[config.mk]
export PLATFORM = sky130hd
export DESIGN_NAME = io_input_bridge_flat
export DESIGN_NICKNAME = d
export VERILOG_FILES = /design/src/rtl/confusedcore_pkg.sv /design/src/rtl/io_input_bridge_if.sv /design/src/rtl/io_input_bridge_fifo.sv /design/src/rtl/io_input_bridge.sv /design/src/flat_wrapper.sv
export SDC_FILE = /design/constraint.sdc
export NUM_CORES = 1
export LEC_CHECK = 0
export ABC_CLOCK_PERIOD_IN_PS = 5600
export CAP_MARGIN = 20
export CORE_ASPECT_RATIO = 1.25
export CORE_MARGIN = 5
export CORE_UTILIZATION = 35
export DETAILED_ROUTE_END_ITERATION = 10
export PLACE_DENSITY = 0.48
export SLEW_MARGIN = 20
export SYNTH_ARGS = -nofsm -noshare
export SYNTH_HDL_FRONTEND = slang
export SYNTH_SLANG_ARGS = --single-unit
[constraint.sdc]
create_clock -name clk -period 5.6 [get_ports clk]
set_input_delay 1.12 -clock clk [delete_from_list [all_inputs] [get_ports clk]]
set_output_delay 1.12 -clock clk [all_outputs]
set_load 0.005 [all_outputs]
[src/rtl/confusedcore_pkg.sv]
// Shared types and constants for the confusedcore I/O input bridge.
// Word/byte widths, FSM state encoding and the flash-load length clamp.
package confusedcore_pkg;

  localparam int WORD_W   = 16;
  localparam int BYTE_W   = 8;
  localparam int LOAD_MAX = 256;
  localparam int CNT_W    = 9;

  typedef logic [WORD_W-1:0] word_t;
  typedef logic [BYTE_W-1:0] byte_t;

  typedef enum logic [1:0] {
    BOOT,
    LOAD_HDR,
    LOAD_DATA,
    RUN
  } io_state_t;

  // Header length field is 9 bits; anything above LOAD_MAX is clamped.
  function automatic logic [CNT_W-1:0] sat_len(logic [CNT_W-1:0] len);
    if (len > CNT_W'(LOAD_MAX)) return CNT_W'(LOAD_MAX);
    return len;
  endfunction

endpackage

[src/rtl/io_input_bridge_if.sv]
// Byte-stream handshake between the off-chip host and the input bridge.
// The host is the master; the bridge consumes bytes through the slave modport.
interface io_input_bridge_if;

  confusedcore_pkg::byte_t hostData;
  logic                    hostValid;
  logic                    hostReady;

  modport master (output hostData, output hostValid, input hostReady);
  modport slave  (input hostData, input hostValid, output hostReady);

endinterface

[src/rtl/io_input_bridge_fifo.sv]
// Show-ahead word FIFO; pointers carry an extra wrap bit so full and empty
// are distinguished without a separate counter.
module io_word_fifo
  import confusedcore_pkg::*;
#(
  parameter int FIFO_DEPTH = 4
) (
  input  logic  clk,
  input  logic  reset,
  input  logic  push,
  input  word_t din,
  input  logic  pop,
  output word_t dout,
  output logic  full,
  output logic  empty
);

  localparam int AW = $clog2(FIFO_DEPTH);

  logic [AW:0] wr_ptr_q, wr_ptr_d;
  logic [AW:0] rd_ptr_q, rd_ptr_d;
  word_t       mem_q [FIFO_DEPTH];
  logic        do_push, do_pop;

  always_comb begin
    full     = (wr_ptr_q[AW] != rd_ptr_q[AW]) &&
               (wr_ptr_q[AW-1:0] == rd_ptr_q[AW-1:0]);
    empty    = (wr_ptr_q == rd_ptr_q);
    do_push  = push && !full;
    do_pop   = pop && !empty;
    wr_ptr_d = wr_ptr_q + {{AW{1'b0}}, do_push};
    rd_ptr_d = rd_ptr_q + {{AW{1'b0}}, do_pop};
    dout     = mem_q[rd_ptr_q[AW-1:0]];
  end

  always_ff @(posedge clk) begin
    if (reset) begin
      wr_ptr_q <= '0;
      rd_ptr_q <= '0;
    end else begin
      wr_ptr_q <= wr_ptr_d;
      rd_ptr_q <= rd_ptr_d;
    end
  end

  // Storage is not reset; validity is tracked entirely by the pointers.
  always_ff @(posedge clk) begin
    if (do_push) mem_q[wr_ptr_q[AW-1:0]] <= din;
  end

endmodule

[src/rtl/io_input_bridge.sv]
// Host byte stream -> 16-bit words -> confusedcore input port, with an optional
// boot-time flash load (length header followed by that many program words).
module io_input_bridge
  import confusedcore_pkg::*;
#(
  parameter int FIFO_DEPTH = 4
) (
  input  logic                     clk,
  input  logic                     reset,
  io_input_bridge_if.slave         host,
  input  logic                     loadReq,
  input  logic                     inputWaiting,
  output logic                     inputReady,
  output word_t                    parallelIn,
  output logic                     flashEnable,
  output logic                     loading
);

  io_state_t        state_q, state_d;
  logic             phase_lo_q, phase_lo_d;
  byte_t            hi_byte_q, hi_byte_d;
  logic [CNT_W-1:0] cnt_q, cnt_d;
  logic [CNT_W-1:0] hdr_len;
  word_t            par_q, par_d;
  logic             ir_q, ir_d;
  logic             flash_q, flash_d;
  logic             loading_q, loading_d;

  logic             host_ready, accept;
  logic             fifo_push, fifo_pop, fifo_full, fifo_empty;
  word_t            fifo_din, fifo_dout;

  io_word_fifo #(.FIFO_DEPTH(FIFO_DEPTH)) u_fifo (
    .clk   (clk),
    .reset (reset),
    .push  (fifo_push),
    .din   (fifo_din),
    .pop   (fifo_pop),
    .dout  (fifo_dout),
    .full  (fifo_full),
    .empty (fifo_empty)
  );

  always_comb begin
    // Ready comes only from registered state, so a same-cycle pop never opens it.
    host_ready = !fifo_full && (state_q != BOOT);
    accept     = host.hostValid && host_ready;
    phase_lo_d = phase_lo_q;
    hi_byte_d  = hi_byte_q;
    fifo_push  = 1'b0;
    fifo_din   = {hi_byte_q, host.hostData};
    if (accept) begin
      if (!phase_lo_q) begin
        hi_byte_d  = host.hostData;
        phase_lo_d = 1'b1;
      end else begin
        fifo_push  = 1'b1;
        phase_lo_d = 1'b0;
      end
    end

    state_d  = state_q;
    cnt_d    = cnt_q;
    par_d    = par_q;
    ir_d     = 1'b0;
    fifo_pop = 1'b0;
    hdr_len  = sat_len(fifo_dout[CNT_W-1:0]);
    case (state_q)
      BOOT: state_d = loadReq ? LOAD_HDR : RUN;
      LOAD_HDR: begin
        if (!fifo_empty) begin
          fifo_pop = 1'b1;
          cnt_d    = hdr_len;
          state_d  = (hdr_len == '0) ? RUN : LOAD_DATA;
        end
      end
      LOAD_DATA: begin
        if (!fifo_empty) begin
          fifo_pop = 1'b1;
          par_d    = fifo_dout;
          ir_d     = 1'b1;
          cnt_d    = cnt_q - CNT_W'(1);
          if (cnt_q == CNT_W'(1)) state_d = RUN;
        end
      end
      RUN: begin
        // The !ir_q guard covers the cycle where the core is still dropping inputWaiting.
        if (!fifo_empty && inputWaiting && !ir_q) begin
          fifo_pop = 1'b1;
          par_d    = fifo_dout;
          ir_d     = 1'b1;
        end
      end
      default: state_d = BOOT;
    endcase
    flash_d   = (state_d == LOAD_DATA);
    loading_d = (state_d == LOAD_HDR) || (state_d == LOAD_DATA);
  end

  always_ff @(posedge clk) begin
    if (reset) begin
      state_q    <= BOOT;
      phase_lo_q <= 1'b0;
      hi_byte_q  <= '0;
      cnt_q      <= '0;
      par_q      <= '0;
      ir_q       <= 1'b0;
      flash_q    <= 1'b0;
      loading_q  <= 1'b0;
    end else begin
      state_q    <= state_d;
      phase_lo_q <= phase_lo_d;
      hi_byte_q  <= hi_byte_d;
      cnt_q      <= cnt_d;
      par_q      <= par_d;
      ir_q       <= ir_d;
      flash_q    <= flash_d;
      loading_q  <= loading_d;
    end
  end

  assign host.hostReady = host_ready;
  assign inputReady     = ir_q;
  assign parallelIn     = par_q;
  assign flashEnable    = flash_q;
  assign loading        = loading_q;

endmodule

[src/flat_wrapper.sv]
// flat-port wrapper written by rule: the top's interface ports become plain ports
module io_input_bridge_flat import confusedcore_pkg::*;
#(
  parameter int FIFO_DEPTH = 4
)
  (clk, reset, loadReq, inputWaiting, inputReady, parallelIn, flashEnable, loading, host_hostData, host_hostValid, host_hostReady);
  io_input_bridge_if host_i ();
  input  logic clk;
  input  logic reset;
  input  logic loadReq;
  input  logic inputWaiting;
  output logic inputReady;
  output word_t parallelIn;
  output logic flashEnable;
  output logic loading;
  input wire logic [$bits(host_i.hostData)-1:0] host_hostData;
  input wire logic [$bits(host_i.hostValid)-1:0] host_hostValid;
  output wire logic [$bits(host_i.hostReady)-1:0] host_hostReady;
  assign host_i.hostData = host_hostData;
  assign host_i.hostValid = host_hostValid;
  assign host_hostReady = host_i.hostReady;
  io_input_bridge #(.FIFO_DEPTH(FIFO_DEPTH)) u_core (.clk(clk), .reset(reset), .host(host_i), .loadReq(loadReq), .inputWaiting(inputWaiting), .inputReady(inputReady), .parallelIn(parallelIn), .flashEnable(flashEnable), .loading(loading));
endmodule
==> results.md, run 1 <==
- Via count: 2738
- Synthesized net count: between 300 and 400
- GP Congestion: 0.808
- Worst vdd ir: roughly 0.00015 V
- Final Instance Area: 5280 um2
- Vias per inst: 5.09
- Max stage delay on crit path: 0.91 ns
- Initial core utilization: 0.355
- ANT nets after route: 0
- CTS tree: done
- Port-buffer cells: 32
- CP Launch Type: flip-flop
- Die Area: 15200 um2
- CP max-delay cell: dfxtp_1
- PwrDens: 343 nW/um2
- CTS H-tree lvls: 3
- Synth unique cells: 46
- Final worst setup slack: 1.98 ns
- DP Cell Count: about 520
- Status: finished clean
- Filler-free cell count of the finished design: 538
- Delay-heaviest family, CP: flip-flops
- Min-delay worst type: flip-flop to flip-flop
- Routed len/inst: between 15 and 20 um
- Global-route wire length before repair: 15.6 mm
- Met3 Use GR: 0.0223
- WP buf/inv: 1
- Crit share post-route: 0.646
- Largest net degree at the start of global routing: 46
- Share of the yosys chip area belonging to registers: 0.631
- Initial antenna violation count: 0
- Clk_lat worst skew: 0.34 ns
- Ys async rst share: 0
- Crit path capture type: primary output
- CP arrival: 2.50 ns
- Final wirelength: a little under 10 mm
- Worst path depth: 4
- Finished Core Util: 0.419
- Max-slew violation count: 0
- Worst Reg-to-Reg Cells: 6
- DP HPWL: 6.32 mm
- Total iterations of the first detailed-routing run: 4
- Max Clock Skew: 0.00810 ns
- Die Span Y: about 140 um
- Data required, critical path: 4.48 ns
- CTS Hold Bufs: 0
- Total CTS buffers: 9
- Chip width: roughly 110 um
- Worst-Margin Slew: roughly 0.93 ns
- Synthesized flop and latch total: 109
- RSZ-0062 raised after global routing: false
- CTS resizes: 0
- Post-CTS setup buffer count: 0
- All-Layer GR Usage: 0.134
- Post-synth EDFFs: 64
- Critical setup path kind: flip-flop to primary output
- Met2 Use GR: 0.235
- Syn Area/Cell: around 13 um2
- Ys flop type: edfxtp_1
- Leak: between 1.5 and 2 nW
- Setup violators final: 0
- Dpl cell area: 4990 um2
- Clock Path Buffers: 2
- Clk sinks: roughly 110
- CTS clk-pin slew, worst paths: 0.07 ns
- Cells after Synth: 333
- 1st-iter DRT viols: 127
- GRT met1 Usage: 0.166
- Layout area overhead: 18.1%
- Clock Tree Root: clkbuf_16
- Hold Violations, Final: 0
- Share of cells above drive strength 1: 0.111
- Number of global-route vias before repair: 2828
- Nets: 390
- Worst-path cell chain: xor2_1 > nor3_1 > nor2_1 > clkdlybuf4s50_1
- Grt total ovfl: 0
- Synthesized area: 4470 um2
- Placeable Area: 12600 um2
- FMAX: 277 MHz
- Gr busiest metal: met2
- Synth Warn #: 0
- Worst Path Max Fanout: 18
- # DRC: 0
- Final min period: 3.62 ns
- Slew margin rel.: 0.381
- Max Cap Viol: 0
- Reg area: 2820 um2
- Setup WS pre-CTS: 2.31 ns
- N_diodes: 0
- Setup TNS: 0 ns
- Row count: 46
- Area occupied by multi-input gates: 1560 um2
- Hold Path Stages: 2
- Number of placed I/O pins: 33
- Layout fillers: 1191
power by group:
part	internal, mW	switching (mW)	leakage (nW)
logic	0.113	0.151	0.656
registers	0.885	0.0297	0.947
clock network	0.347	0.284	0.143
synthesized netlist by cell type, drive strengths merged, types with 6 or more instances:
| cell type | count | area [um2] |
|---|---|---|
| clkbuf | 12 | 45.0 |
| o21ai | 19 | 95.1 |
| mux2i | 16 | 160 |
| dfxtp | 45 | 901 |
| inv | 12 | 45.0 |
| nor2 | 33 | 124 |
| a21oi | 22 | 114 |
| edfxtp | 64 | 1920 |
| nor2b | 6 | 37.5 |
| ha | 12 | 150 |
| nand2 | 13 | 48.8 |
| mux4 | 16 | 372 |
| nor3 | 7 | 35.0 |
layer usage:
layer	wire [um]	vias up
met5	0	-
met4	131	0
met3	327	10
met2	4870	48
met1	4320	1370
li1	-	1310
worst register-to-register path, stage by stage (launching register included):
cell and delay, ns:
dfxtp_1 0.91, xor2_1 0.46, nor3_1 0.09, nor2_1 0.17, nand3_1 0.23, inv_1 0.15
and3_1 0.77
state kept, by name, indices dropped and copies added (netlist names), named ones only:
register / flops
u_core.cnt_q: 9
u_core.u_fifo.mem_q: 64
u_core.u_fifo.wr_ptr_q: 3
u_core.flashEnable: 1
u_core.state_q: 1
u_core.phase_lo_q: 1
u_core.u_fifo.rd_ptr_q: 3
u_core.loading: 1
u_core.parallelIn: 16
u_core.hi_byte_q: 8
u_core.inputReady: 1
logic make-up (layout without fill, tap and decap cells):
group                    Yosys count  after routing  synth area share
flip-flops                       109            109             0.631
AND/OR/NAND/NOR                   84             84            0.0940
AO/OA/AOI/OAI                     62             62            0.0839
multiplexers                      32             32             0.119
buffers and inverters             28             65            0.0266
adder cells (fa/ha/maj)           12             12            0.0336
XOR/XNOR                           6              6            0.0118
cells in the final DEF (no fill, tap or decap), drive strengths merged, types with 2 or more instances in the layout:
| cell type | count |
|---|---|
| ha | 12 |
| a31oi | 4 |
| nor2b | 6 |
| inv | 13 |
| nand2b | 2 |
| clkinv | 3 |
| dfxtp | 45 |
| clkbuf | 10 |
| or3 | 2 |
| buf | 6 |
| nand4 | 3 |
| clkdlybuf4s50 | 31 |
| mux4 | 16 |
| o21a | 2 |
| mux2i | 16 |
| xor2 | 3 |
| a21oi | 22 |
| xnor2 | 3 |
| and3 | 3 |
| nand2 | 13 |
| o21ai | 19 |
| nor3 | 7 |
| nand3 | 3 |
| a211oi | 4 |
| nand3b | 3 |
| or4 | 3 |
| nor3b | 3 |
| nor2 | 33 |
| edfxtp | 64 |
worst paths after layout:
check	to	slack, ns	startpoint
max	host_hostReady	1.98	u_core.u_fifo.rd_ptr_q[1]$_SDFF_PP0_
min	u_core.cnt_q[4]$_SDFFE_PP0P_	0.48	u_core.cnt_q[4]$_SDFFE_PP0P_
max reg2reg	u_core.u_fifo.mem_q[3][7]$_DFFE_PP_	2.45	u_core.u_fifo.rd_ptr_q[1]$_SDFF_PP0_
min reg2reg	u_core.cnt_q[4]$_SDFFE_PP0P_	0.48	u_core.cnt_q[4]$_SDFFE_PP0P_
area by class of cell:
type,instances,area share
Sequential cell,109,0.535
Multi-Input combinational cell,196,0.295
Timing Repair Buffer,37,0.0668
Clock buffer,10,0.0434
Tap cell,168,0.0398
Clock inverter,6,0.0116
Inverter,12,0.00853
per-stage QoR:
step                      hold WS, ns  total power [mW]
after CTS                       0.473              1.83
after floorplan                 0.448              1.10
after detailed placement        0.464              1.20
final                           0.478              1.81
after global placement          0.465              1.20
after global routing            0.525              1.90
(Power assumes the default switching activity.)
==> inputs of run 2 (changes only) <==
--- a/config.mk
+++ b/config.mk
@@ -5,7 +5,7 @@
 export SDC_FILE = /design/constraint.sdc
 export NUM_CORES = 1
 export LEC_CHECK = 0
-export ABC_CLOCK_PERIOD_IN_PS = 5600
+export ABC_CLOCK_PERIOD_IN_PS = 3530
 export CAP_MARGIN = 20
 export CORE_ASPECT_RATIO = 1.25
 export CORE_MARGIN = 5
==> constraint.sdc (replaced) <==
create_clock -name clk -period 3.53 [get_ports clk]
set_input_delay 0.706 -clock clk [delete_from_list [all_inputs] [get_ports clk]]
set_output_delay 0.706 -clock clk [all_outputs]
set_load 0.005 [all_outputs]
==> run 2 against run 1 <==
Compared with the run above: first-iteration DRC count grew 17%; largest power group unchanged; critical path depth is the same; clock power grew 62%; worst setup slack lost 1.4 ns; critical endpoint unchanged.
==> results.md, run 2 (same netlist as run 1, synthesis figures left out) <==
- Status: finished clean
- Hold Violations, Final: 0
- WP buf/inv: 1
- Max Clock Skew: 0.00917 ns
- Worst vdd ir: 0.000202 V
- Vias per inst: 5.08
- Number of placed I/O pins: 33
- CTS resizes: 0
- Total CTS buffers: 9
- Routed len/inst: 18.1 um
- Data required, critical path: 2.82 ns
- Die Area: 15200 um2
- Port-buffer cells: 32
- Max Cap Viol: 0
- Grt total ovfl: 0
- Max stage delay on crit path: 0.68 ns
- Clk sinks: 109
- Commonest non-fill, non-tap cell in the layout: edfxtp_1
- Via count: 2761
- Clock Path Buffers: 2
- Min-delay worst type: flip-flop to flip-flop
- N_diodes: 0
- Post-CTS setup buffer count: 0
- Crit path capture type: primary output
- CTS clk-pin slew, worst paths: around 0.07 ns
- Largest net degree at the start of global routing: 46
- FMAX: 342 MHz
- Initial antenna violation count: 0
- Delay-heaviest family, CP: flip-flops
- Global-route wire length before repair: ~16 mm
- CTS Hold Bufs: 0
- # DRC: 0
- CTS tree: done
- GP Congestion: 0.777
- DP HPWL: 6.72 mm
- Clock Tree Root: clkbuf_16
- Clk_lat worst skew: 0.34 ns
- Max-slew violation count: 0
- CP max-delay cell: dfxtp_1
- 1st-iter DRT viols: 149
- Total iterations of the first detailed-routing run: 4
- Slew margin rel.: 0.398
- ANT nets after route: 0
- PwrDens: 545 nW/um2
- Die Span Y: roughly 140 um
- Setup violators final: 0
- CP arrival: 2.22 ns
- RSZ-0062 raised after global routing: false
- Final min period: 2.93 ns
- CP Launch Type: flip-flop
- Final wirelength: 9.82 mm
- Row count: 46
- All-Layer GR Usage: 0.135
- Crit share post-route: 0.829
- Nets: 395
- Layout fillers: 1176
- Number of global-route vias before repair: 2806
- Leak: roughly 1.8 nW
- Reg area: 2820 um2
- Placeable Area: 12600 um2
- Worst-path cell chain: xor2_1 > nor3_1 > nor2_1 > clkdlybuf4s50_1
- Worst Path Max Fanout: 13
- Largest register FFs: 64
- CTS H-tree lvls: 3
- Worst-Margin Slew: 0.903 ns
- Final worst setup slack: roughly 0.6 ns
- Share of cells above drive strength 1: 0.120
- Setup WS pre-CTS: roughly 0.63 ns
- Layout area overhead: 18.9%
- Initial core utilization: 0.355
- Area occupied by multi-input gates: 1550 um2
- Critical setup path kind: flip-flop to primary output
- Setup TNS: 0 ns
- Chip width: approximately 110 um
- Most frequent cells in the layout: edfxtp_1 (64), dfxtp_1 (45), nor2_1 (33)
## run 2: power breakdown
part | internal (mW) | switching (mW) | leakage (nW)
combinational | 0.183 | 0.240 | 0.687
sequential | 1.40 | 0.0493 | 0.947
clock | 0.571 | 0.446 | 0.142
## run 2: final timing paths
| check | cells after the start | slack [ns] | end | from |
|---|---|---|---|---|
| setup reg to reg | 7 | 0.66 | u_core.loading$_SDFF_PP0_ | u_core.u_fifo.rd_ptr_q[0]$_SDFF_PP0_ |
| hold / removal | 2 | 0.49 | u_core.cnt_q[4]$_SDFFE_PP0P_ | u_core.cnt_q[4]$_SDFFE_PP0P_ |
| setup / recovery | 4 | 0.60 | host_hostReady | u_core.u_fifo.rd_ptr_q[1]$_SDFF_PP0_ |
| hold reg to reg | 2 | 0.49 | u_core.cnt_q[4]$_SDFFE_PP0P_ | u_core.cnt_q[4]$_SDFFE_PP0P_ |
## run 2: stage by stage
| stage | std cells | power [mW] | util | area, um2 | hold slack, ns |
|---|---|---|---|---|---|
| floorplan | 333 | 1.74 | - | 4470 | 0.448 |
| global placement | 527 | 1.91 | 0.398 | 5010 | 0.460 |
| detailed placement | 527 | 1.91 | 0.398 | 5010 | 0.484 |
| CTS | 543 | 2.94 | 0.422 | 5320 | 0.495 |
| global route | 543 | 3.05 | 0.422 | 5320 | 0.524 |
| finish | 543 | 2.89 | 0.422 | 5320 | 0.492 |
## run 2: layout make-up
class / instances / area share
clock buffer: 11 / 0.0457
clock inverter: 5 / 0.0111
inverter: 12 / 0.00847
multi-input combinational: 196 / 0.291
sequential: 109 / 0.531
tap: 168 / 0.0395
timing repair buffer: 42 / 0.0734
## run 2: worst min-delay path, cell delays in order (launching register included)
cell,delay [ns]
dfxtp_1,0.31
o21ai_0,0.07
a21oi_1,0.07
## run 2: routing by layer
layer | track usage | vias to the layer above | routed length [um]
met1 | 0.165 | 1365 | 4290
li1 | - | 1326 | -
met3 | 0.0249 | 13 | 346
met5 | 0 | - | 0
met4 | 0.0575 | 0 | 181
met2 | 0.236 | 57 | 5000
==> inputs of run 3 (changes only) <==
--- a/config.mk
+++ b/config.mk
@@ -5,7 +5,7 @@
 export SDC_FILE = /design/constraint.sdc
 export NUM_CORES = 1
 export LEC_CHECK = 0
-export ABC_CLOCK_PERIOD_IN_PS = 3530
+export ABC_CLOCK_PERIOD_IN_PS = 3000
 export CAP_MARGIN = 20
 export CORE_ASPECT_RATIO = 1.25
 export CORE_MARGIN = 5
==> constraint.sdc (replaced) <==
create_clock -name clk -period 3 [get_ports clk]
set_input_delay 0.6 -clock clk [delete_from_list [all_inputs] [get_ports clk]]
set_output_delay 0.6 -clock clk [all_outputs]
set_load 0.005 [all_outputs]
==> run 3 against run 2 <==
Compared with the run above: register-to-register slack got worse by 0.28 ns; sequential share of layout area decreased by 0.63 points; final area increased by 1.2%; largest cell class unchanged; critical path depth increased by 1; final cell count increased by 0.74%; largest power group unchanged; wire length increased by 0.17%; non-clock buffer count increased by 4; first-iteration DRC count decreased by 40%.
==> results.md, run 3 (same netlist as run 1, synthesis figures left out) <==
- Status: finished clean
- Max-slew violation count: 0
- Share of cells above drive strength 1: 0.135
- CTS H-tree lvls: 3
- Number of global-route vias before repair: about 2900
- Hold Violations, Final: 0
- Vias per inst: 5.00
- Met2 Use GR: 0.244
- Worst-Margin Slew: about 0.90 ns
- Grt total ovfl: 0
- Critical setup path kind: flip-flop to primary output
- Worst Path Max Fanout: 9
- Slew margin rel.: 0.401
- FF-to-FF End: u_core.loading$_SDFF_PP0_
- Setup TNS: 0 ns
- CP arrival: 2.16 ns
- Routed len/inst: 18.0 um
- FMAX: 362 MHz
- RR Startpoint: u_core.u_fifo.rd_ptr_q[0]$_SDFF_PP0_
- Row count: 46
- Clock Tree Root: clkbuf_16
- Register-to-register setup slack: approximately 0.38 ns
- Global-route wire length before repair: 15.8 mm
- Worst vdd ir: roughly 0.00028 V
- Dpl cell area: 5060 um2
- DP Cell Count: 531
- Setup violators final: 0
- CTS tree: done
- Max stage delay on crit path: 0.53 ns
- Total iterations of the first detailed-routing run: 4
- Chip width: 111 um
- Met3 Use GR: 0.0276
- Max Cap Viol: 0
- N_diodes: 0
- Most frequent cells in the layout: edfxtp_1 (64), dfxtp_1 (44), nor2_1 (33)
- Final wirelength: 9.83 mm
- Commonest non-fill, non-tap cell in the layout: edfxtp_1
- Clock Path Buffers: 2
- DP HPWL: approximately 6.8 mm
- Post-CTS setup buffer count: 0
- Min-delay worst type: flip-flop to flip-flop
- # DRC: 0
- Initial core utilization: 0.355
- Clk sinks: between 100 and 150
- GP Congestion: ~0.86
- CTS clk-pin slew, worst paths: ~0.070 ns
- Filler-free cell count of the finished design: 547
- Crit path capture type: primary output
- Die Area: about 15000 um2
- Largest register FFs: 64
- RSZ-0062 raised after global routing: false
- PwrDens: 647 nW/um2
- Gr busiest metal: met2
- Initial antenna violation count: 0
- Max Clock Skew: 0.00865 ns
- Clk_lat worst skew: 0.35 ns
- Hold Path Stages: 2
- CP Launch Type: flip-flop
- Worst Reg-to-Reg Cells: 7
- Total CTS buffers: 9
- Placeable Area: around 13000 um2
- Final min period: about 2.8 ns
- GRT met1 Usage: 0.160
- Via count: 2734
- Die Span Y: between 100 and 150 um
- Worst Setup EP: host_hostReady
- 1st-iter DRT viols: 90
- ANT nets after route: 0
- Largest net degree at the start of global routing: 46
- Data required, critical path: roughly 2.4 ns
- Worst setup path start: u_core.u_fifo.rd_ptr_q[1]$_SDFF_PP0_
- Nets: 399
- Number of placed I/O pins: 33
- Leak: 1.81 nW
- Crit share post-route: 0.921
- Port-buffer cells: 32
- Worst-path cell chain: buf_4 > xor2_1 > nor3_1 > nor2_1 > clkdlybuf4s50_1
- Layout area overhead: 20.3%
- All-Layer GR Usage: 0.136
- Final Instance Area: 5380 um2
- CP max-delay cell: clkdlybuf4s50_1
-- run 3: cell types whose count changed in the layout (fill, tap and decap cells not counted), sizes merged --
cell      delta
clkinv       +3
inv          -1
buf          +4
bufinv       +1
clkinvlp     -2
clkbuf       -1
-- run 3: final cells by class --
class	instances	area, um2
clock buffer	10	229
sequential	109	2820
fill	1138	7220
clock inverter	6	87.6
multi-input combinational	196	1550
inverter	12	45.0
tap	168	210
timing repair buffer	46	433
-- run 3: worst min path at each step --
stage / startpoint / endpoint / slack, ns
floorplan: u_core.cnt_q[4]$_SDFFE_PP0P_ / u_core.cnt_q[4]$_SDFFE_PP0P_ / 0.45
global placement: u_core.parallelIn[3]$_SDFFE_PP0P_ / u_core.parallelIn[3]$_SDFFE_PP0P_ / 0.48
detailed placement: u_core.cnt_q[4]$_SDFFE_PP0P_ / u_core.cnt_q[4]$_SDFFE_PP0P_ / 0.47
CTS: u_core.cnt_q[4]$_SDFFE_PP0P_ / u_core.cnt_q[4]$_SDFFE_PP0P_ / 0.48
global route: u_core.cnt_q[4]$_SDFFE_PP0P_ / u_core.cnt_q[4]$_SDFFE_PP0P_ / 0.51
finish: u_core.cnt_q[4]$_SDFFE_PP0P_ / u_core.cnt_q[4]$_SDFFE_PP0P_ / 0.48
-- run 3: repair_timing --
action                                  CTS  global route
hold buffers                              0             0
resized for setup                         1             1
endpoints found under the setup margin    1             1
-- run 3: routing by layer --
metal / vias to the layer above / wire [um]
met4: 0 / 219
met1: 1340 / 4210
li1: 1330 / -
met5: - / 0
met2: 48 / 5140
met3: 16 / 266
-- run 3: worst max-delay path: cells and delay by family, from the launching register on --
family / cells / cell delay (ns)
simple gates: 2 / 0.25
flops: 1 / 0.41
buf+inv: 2 / 0.76
xor+xnor: 1 / 0.39
-- run 3: where the power goes --
group	internal (mW)	total (mW)	switching, mW	leakage [nW]
combinational	0.219	0.503	0.284	0.709
sequential	1.65	1.71	0.0575	0.948
clock	0.733	1.27	0.534	0.156
total	2.60	3.48	0.875	1.81
-- run 3: stage by stage --
stage                     hold WS, ns  utilization  total power, mW  worst slack [ns]
final                           0.476        0.427             3.48             0.238
after global routing            0.506        0.427             3.63            0.0353
after CTS                       0.483        0.426             3.51            0.0930
after detailed placement        0.471        0.401             2.25             0.181
after global placement          0.476        0.401             2.25             0.235
after floorplan                 0.448            -             2.05             0.145
